==> config.mk <==
export PLATFORM = sky130hd
export DESIGN_NAME = ptp_intc_multi
export DESIGN_NICKNAME = d
export VERILOG_FILES = /design/src/rtl/ptp_intc_multi.sv
export SDC_FILE = /design/constraint.sdc
export NUM_CORES = 1
export LEC_CHECK = 0
export CAP_MARGIN = 20
export CORE_UTILIZATION = 40
export DETAILED_ROUTE_END_ITERATION = 12
export PLACE_DENSITY = 0.78
export SETUP_SLACK_MARGIN = 0.5
export SYNTH_ARGS = -nofsm -noshare
export SYNTH_HDL_FRONTEND = slang
export SYNTH_SLANG_ARGS = --single-unit
export TNS_END_PERCENT = 1
==> constraint.sdc <==
create_clock -name bus2ip_clk -period 6.8 [get_ports bus2ip_clk]
set_input_delay 2.04 -clock bus2ip_clk [delete_from_list [all_inputs] [get_ports bus2ip_clk]]
set_output_delay 2.04 -clock bus2ip_clk [all_outputs]
set_load 0.01 [all_outputs]
==> src/rtl/ptp_intc_multi.sv <==
// ptp_intc_multi: NUM_SRC-source interrupt controller for the PTP subsystem.
// Per-source edge/level capture into sticky W1C status, software force,
// global/per-source masking and holdoff-based coalescing of int_o.
module ptp_intc_multi #(
    parameter int unsigned NUM_SRC       = 4,
    parameter logic [31:0] INT_BASE_ADDR = 32'h300,
    parameter int unsigned COAL_W        = 16
) (
    input  logic               bus2ip_clk,
    input  logic               bus2ip_rst_n,
    input  logic [31:0]        bus2ip_addr_i,
    input  logic [31:0]        bus2ip_data_i,
    input  logic               bus2ip_rd_ce_i,
    input  logic               bus2ip_wr_ce_i,
    output logic [31:0]        ip2bus_data_o,
    input  logic [NUM_SRC-1:0] int_src_i,
    output logic               int_o
);
    localparam int unsigned DATA_W = 32;

    localparam logic [1:0] ST_IDLE    = 2'd0;
    localparam logic [1:0] ST_ASSERT  = 2'd1;
    localparam logic [1:0] ST_HOLDOFF = 2'd2;

    localparam logic [2:0] OFF_RAW     = 3'd0;
    localparam logic [2:0] OFF_STATUS  = 3'd1;
    localparam logic [2:0] OFF_ENABLE  = 3'd2;
    localparam logic [2:0] OFF_MODE    = 3'd3;
    localparam logic [2:0] OFF_HOLDOFF = 3'd4;
    localparam logic [2:0] OFF_CTRL    = 3'd5;
    localparam logic [2:0] OFF_FORCE   = 3'd6;

    logic [NUM_SRC-1:0] s1_q, s1_d, s2_q, s2_d, s3_q, s3_d;
    logic [NUM_SRC-1:0] status_q, status_d, enable_q, enable_d, mode_q, mode_d;
    logic [COAL_W-1:0]  holdoff_q, holdoff_d, cnt_q, cnt_d;
    logic               gie_q, gie_d;
    logic [1:0]         state_q, state_d;
    logic               int_q, int_d;
    logic [DATA_W-1:0]  rdata_q, rdata_d;

    logic               sel_c, rd_c, wr_c, pending_c;
    logic [2:0]         off_c;
    logic [NUM_SRC-1:0] wdata_src_c, w1c_c, force_c, set_c;
    logic               unused_ok;

    // Byte-lane address bits and write-data bits above the widest field are don't-care.
    assign unused_ok = ^{bus2ip_addr_i[1:0], bus2ip_data_i};

    // Address decode, register writes, status set/clear and read-data mux.
    always_comb begin
        sel_c       = (bus2ip_addr_i[31:5] == INT_BASE_ADDR[31:5]);
        off_c       = bus2ip_addr_i[4:2];
        rd_c        = bus2ip_rd_ce_i & sel_c;
        wr_c        = bus2ip_wr_ce_i & sel_c;
        wdata_src_c = bus2ip_data_i[NUM_SRC-1:0];
        s1_d        = int_src_i;
        s2_d        = s1_q;
        s3_d        = s2_q;
        enable_d    = enable_q;
        mode_d      = mode_q;
        holdoff_d   = holdoff_q;
        gie_d       = gie_q;
        w1c_c       = '0;
        force_c     = '0;
        if (wr_c) begin
            case (off_c)
                OFF_STATUS:  w1c_c     = wdata_src_c;
                OFF_ENABLE:  enable_d  = wdata_src_c;
                OFF_MODE:    mode_d    = wdata_src_c;
                OFF_HOLDOFF: holdoff_d = bus2ip_data_i[COAL_W-1:0];
                OFF_CTRL:    gie_d     = bus2ip_data_i[0];
                OFF_FORCE:   force_c   = wdata_src_c;
                default:     ;
            endcase
        end
        // Set beats clear; a level source still high simply re-sets its bit.
        set_c    = (s2_q & ~s3_q & mode_q) | (s2_q & ~mode_q) | force_c;
        status_d = set_c | (status_q & ~w1c_c);
        rdata_d  = '0;
        if (rd_c) begin
            case (off_c)
                OFF_RAW:     rdata_d = DATA_W'(s2_q);
                OFF_STATUS:  rdata_d = DATA_W'(status_q);
                OFF_ENABLE:  rdata_d = DATA_W'(enable_q);
                OFF_MODE:    rdata_d = DATA_W'(mode_q);
                OFF_HOLDOFF: rdata_d = DATA_W'(holdoff_q);
                OFF_CTRL:    rdata_d = DATA_W'(gie_q);
                default:     rdata_d = '0;
            endcase
        end
    end

    // Output FSM: assert while pending, then optionally hold off for HOLDOFF cycles.
    always_comb begin
        pending_c = gie_q & (|(status_q & enable_q));
        state_d   = state_q;
        cnt_d     = cnt_q;
        case (state_q)
            ST_IDLE: begin
                if (pending_c) state_d = ST_ASSERT;
            end
            ST_ASSERT: begin
                if (!pending_c) begin
                    if (holdoff_q != '0) begin
                        state_d = ST_HOLDOFF;
                        cnt_d   = holdoff_q - COAL_W'(1);
                    end else begin
                        state_d = ST_IDLE;
                    end
                end
            end
            ST_HOLDOFF: begin
                if (cnt_q == '0) state_d = ST_IDLE;
                else             cnt_d   = cnt_q - COAL_W'(1);
            end
            default: state_d = ST_IDLE;
        endcase
        int_d = (state_d == ST_ASSERT);
    end

    // Synchroniser, register file and read-data register.
    always_ff @(posedge bus2ip_clk or negedge bus2ip_rst_n) begin
        if (!bus2ip_rst_n) begin
            s1_q      <= '0;
            s2_q      <= '0;
            s3_q      <= '0;
            status_q  <= '0;
            enable_q  <= '0;
            mode_q    <= '0;
            holdoff_q <= '0;
            gie_q     <= 1'b0;
            rdata_q   <= '0;
        end else begin
            s1_q      <= s1_d;
            s2_q      <= s2_d;
            s3_q      <= s3_d;
            status_q  <= status_d;
            enable_q  <= enable_d;
            mode_q    <= mode_d;
            holdoff_q <= holdoff_d;
            gie_q     <= gie_d;
            rdata_q   <= rdata_d;
        end
    end

    // FSM state, holdoff counter and registered interrupt output.
    always_ff @(posedge bus2ip_clk or negedge bus2ip_rst_n) begin
        if (!bus2ip_rst_n) begin
            state_q <= ST_IDLE;
            cnt_q   <= '0;
            int_q   <= 1'b0;
        end else begin
            state_q <= state_d;
            cnt_q   <= cnt_d;
            int_q   <= int_d;
        end
    end

    assign ip2bus_data_o = rdata_q;
    assign int_o         = int_q;

endmodule
# Word-level counts from Yosys, hierarchy flattened
# Index checks and enable logic that the tools add are counted.
# W data, S select, Z words.
# word_totals
reg_bits	92
inputBits	72
out_inout_bits	33
elab_cells	67
# op_classes
n_addsub	2
n_eq_ne	13
mux	15
n_bitwise	14
n_reduce_logical	11
# op_table
op	n
$pmux W16 S6	1
$mux W16	4
$pmux W16 S2	1
$sub A16 B1 Y16 const B	2
$eq A27 B5 Y1 const B	1
$and A4 B4 Y4	5
$logic_not A16 Y1	1
$mux W4	4
$reduce_bool A16 Y1	1
$not A4 Y4	3
$or A4 B4 Y4	3
$eq A3 B3 Y1 const B	3
$mux W2	4
$reduce_and A2 Y1	4
$eq A3 B2 Y1 const B	2
$ne A2 B2 Y1 const B	3
$pmux W2 S3	1
$eq A2 B1 Y1 const B	2
$reduce_and A4 Y1	1
$reduce_or A4 Y1	1
$and A1 B1 Y1	3
$eq A3 B1 Y1 const B	1
$logic_not A3 Y1	1
$eq A2 B2 Y1 const B	1
other kinds (2)	2

# Logic depth before layout (Yosys ltp)
# depth
ltp_word	6
mapped_depth	11
depth_no_buf	9

# Least setup slack after synthesis
# No wires, ideal clock.
# synth_timing
kind	input-to-reg
from	in bus2ip_addr_i[10]
to	reg holdoff_q[10]
setup_ps	125
arrival_time_ps	3772
required_time_ps	6675
setup_slack_ps	2903
path_stages	7
path_buffers	2
path_cell_list	nor4bb_1 > nand4_1 > nor2_1 > and3_1 > clkbuf_1 > buf_1 > mux2_2
# synth_between
elab_chain_len	3
# synth_lines
item	line_no	text
from (decl)	11	input logic [31:0] bus2ip_addr_i,
$eq A27 B5 Y1	51	sel_c = (bus2ip_addr_i[31:5] == INT_BASE_ADDR[31:5]);
$and A1 B1 Y1	54	wr_c = bus2ip_wr_ce_i & sel_c;
$reduce_and A2 Y1 (no source line)	--	
to (signal assigned)	140	holdoff_q <= holdoff_d;
to (decl)	35	logic [COAL_W-1:0] holdoff_q, holdoff_d, cnt_q, cnt_d;
# Every way passes these cells.
# A chain may end at the register's enable or synchronous reset.

# Worst setup path in the final report
# layout_timing
from	in bus2ip_addr_i[9]
to	reg holdoff_q[12]
# Same word-level chain as after synthesis.

==> results.ini <==
[status]
status = finished clean

[pwr]
leakage_uw = 0.00212
total_power_uw = 856
powerDensity_nw_per_um2 = 178
vdd_drop_max_mv = 0.135

[die]
die_y_um = 101
rows = 35
initial_core_util = 0.417
num_io_pins = 105
die-area_um2 = 10200
die_w_um = 101
core_um2 = 9370

[logic_synthesis]
synth_xor_area_frac = 0
syn_inst = 375
synth-compound-area-share = 0.139
synth_fa_ha_area_frac = 0.00320
synth.area.mux_share = 0.126
yosys_register_bits = 76
synth_top_flop_cell = dfrtp_1
synth_simple_gate_area_share = 0.181
syn_avg_cell_area_um2 = 10.4
synth_area_um2 = 3910
synth_top_family_by_area = simple AND/OR/NAND/NOR gates
synth_edf_count = 0
yosysSeqAreaShare = 0.487
synth_cell_type_count = 55
async_reset_ff_frac = 1.00
ys_warn_count = 0

[worst_setup_path]
worstPathMaxFanout = 16
r2r_start = holdoff_q[5]
slowest_delay_ps = 740
cp-start-kind = input pin
required_ps = 7050
crit_chain = clkdlybuf4s50_1 > nor4bb_1 > nand4_1 > nor2_1 > and3_1 > mux2_2
rrSetupSlack_ps = 3250
path_class = input pin to register
crit_buf_inv = 1
reg2reg_depth = 7
path_delay_family = simple AND/OR/NAND/NOR gates
crit_path_end_kind = register
cp.arrival_ps = 4420
cp_slowest_cell = and3_1
timing.rr.end = cnt_q[13]

[timing]
fin_crit_sh = 0.614
maxSlewViolCount = 0
setup_viol = 0
fin_tns_setup_ps = 0
hold_viol = 0
rsz0062_at_grt = no
relSlewSlack = 0.373
max_freq_ghz = 0.240
worst_pin_slew_ps = 940
period_needed_ps = 4170
skew_ps = 5.32

[worst_hold_path]
worstHoldPathCells = 0
min_to = s2_q[0]
min-delay-start = s1_q[0]
hold_class = register to register

[global_routing]
grt_util_met2 = 0.323
grt_pass1_wl_mm = 14.8
globalRoute.busiestLayer = met2
use_met1 = 0.223
grt_pass1_vias = 3140
antenna_found_initial = 0
grt-ovfl-total = 0
grtUsageMet3 = 0.0513
grt_max_degree = 77
grt.total_usage = 0.188

[detailed_routing]
drt_iter0_markers = 176
drc = 0
vias = 3104
wl_per_cell_um = 15.0
drtAntennaViolNets = 0
dr.pass1.iters = 4
vias_per_cell = 5.39
wl_mm = 8.66

[cts]
ctsLongestPathBuffers = 2
holdBufCountCts = 0
worstSkewPairLatency_ps = 360
htreeDepth = 3
cts_root_buf = clkbuf_8
cts_setup_buffers = 0
cts.reportedPaths.clkPinSlew_ps = 80
cts_buffers = 9
tritoncts = done
cts_resized = 0
cts.sinks = 76

[placed_design]
gp_congestion = 0.847
hpwl_mm = 5.98
port_buffers = 70

[cells_and_area]
finalNetCount = 515
area_growth_pct = 23.4
drive_gt1_frac = 0.134
num_antenna_cells = 0

[run]
cap_violations = 0

[worst max path at each step]
stage	from	to	slack [ps]	cells past startpoint
finish	bus2ip_addr_i[9]	holdoff_q[12]	2630	6
global route	bus2ip_addr_i[9]	holdoff_q[1]	2480	6
CTS	bus2ip_addr_i[9]	holdoff_q[9]	2640	6
detailed placement	bus2ip_addr_i[9]	holdoff_q[9]	2230	6
global placement	bus2ip_addr_i[9]	holdoff_q[13]	2310	6
floorplan	bus2ip_addr_i[10]	holdoff_q[10]	2900	7
[logic make-up (layout without fill, tap and decap cells)]
kind of cell	after synthesis	in the layout
AOI/OAI and AO/OA	81	81
adders and majority gates	1	1
buffers and inverters	38	95
DFF	76	76
muxes	42	42
other	1	16
and+or+nand+nor	136	136
[layer usage]
metal | routed length (um) | share of wire
met1 | 3710 | 0.43
met2 | 4440 | 0.51
met3 | 371 | 0.043
met4 | 144 | 0.017
met5 | 0 | 0
[through the flow]
| step | util | hold WS, ps | cells | instance area [um^2] | setup WS [ps] |
|---|---|---|---|---|---|
| floorplan | - | 331 | 390 | 3960 | 2900 |
| global placement | 0.493 | 333 | 560 | 4620 | 2310 |
| detailed placement | 0.493 | 339 | 560 | 4620 | 2230 |
| CTS | 0.514 | 358 | 576 | 4820 | 2640 |
| global route | 0.514 | 361 | 576 | 4820 | 2480 |
| finish | 0.514 | 354 | 576 | 4820 | 2630 |
[cell usage after synthesis (all sizes together) (3+ instances only)]
library cell / number / share of area
a21boi: 5 / 0.0096
o2111ai: 5 / 0.011
or4: 6 / 0.015
nand4: 4 / 0.0064
buf: 21 / 0.041
o21ai: 16 / 0.021
nor2: 32 / 0.031
nor3: 9 / 0.012
nand3: 7 / 0.0090
a21oi: 20 / 0.026
mux2i: 11 / 0.028
inv: 6 / 0.0058
dfrtp: 76 / 0.49
and2: 16 / 0.026
and3: 4 / 0.0067
mux4: 3 / 0.017
a221o: 4 / 0.010
clkbuf: 11 / 0.016
nor2b: 3 / 0.0054
mux2: 28 / 0.081
o31ai: 5 / 0.0096
a31oi: 3 / 0.0048
nor4: 8 / 0.013
or3: 3 / 0.0051
nand2: 34 / 0.033
o211ai: 7 / 0.013
nand2b: 3 / 0.0048
[power breakdown]
part | internal, uW | total, uW | switching [uW]
sequential | 455 | 457 | 1.54
clock | 170 | 345 | 174
combinational | 30.7 | 54.5 | 23.7
total | 656 | 856 | 200
[cells in the final DEF, fill, tap and decap left out, types with 3 or more instances in the layout]
cell	instances
a31oi_1	3
and2_1	14
nand2b_1	3
clkdlybuf4s50_1	69
buf_4	3
clkinvlp_4	3
o2111ai_1	5
a21boi_0	4
a21oi_1	20
o31ai_1	5
clkbuf_8	9
nor4_1	8
and3_1	3
o21ai_0	16
dfrtp_1	76
mux2_2	28
inv_1	6
nor2_1	32
conb_1	16
nand2_1	34
mux2i_1	11
nand4_1	4
nor3_1	9
or4_4	4
mux4_2	3
o211ai_1	7
a221o_1	4
nand3_1	7
[worst reg2reg max path: cells and delay by family (launching register included)]
kind	cells	cell delay, ps
flip-flops	1	460
AO/OA/AOI/OAI	3	850
buffers and inverters	1	500
AND/OR/NAND/NOR	3	1600
[sequential cells by signal, summed over array words and instances (netlist names), 2 cells and up]
register	flops
mode_q	4
state_q	2
s3_q	4
status_q	4
cnt_q	16
holdoff_q	16
ip2bus_data_o	16
enable_q	4
s1_q	4
s2_q	4
[area by class of cell]
class,instances,area [um^2]
tap,129,161
clock inverter,7,75.1
sequential,76,1900
clock buffer,9,124
timing repair buffer,73,718
fill,860,4550
inverter,6,22.5
multi-input combinational,276,1820
No activity file was read; power rests on OpenSTA's default activity.
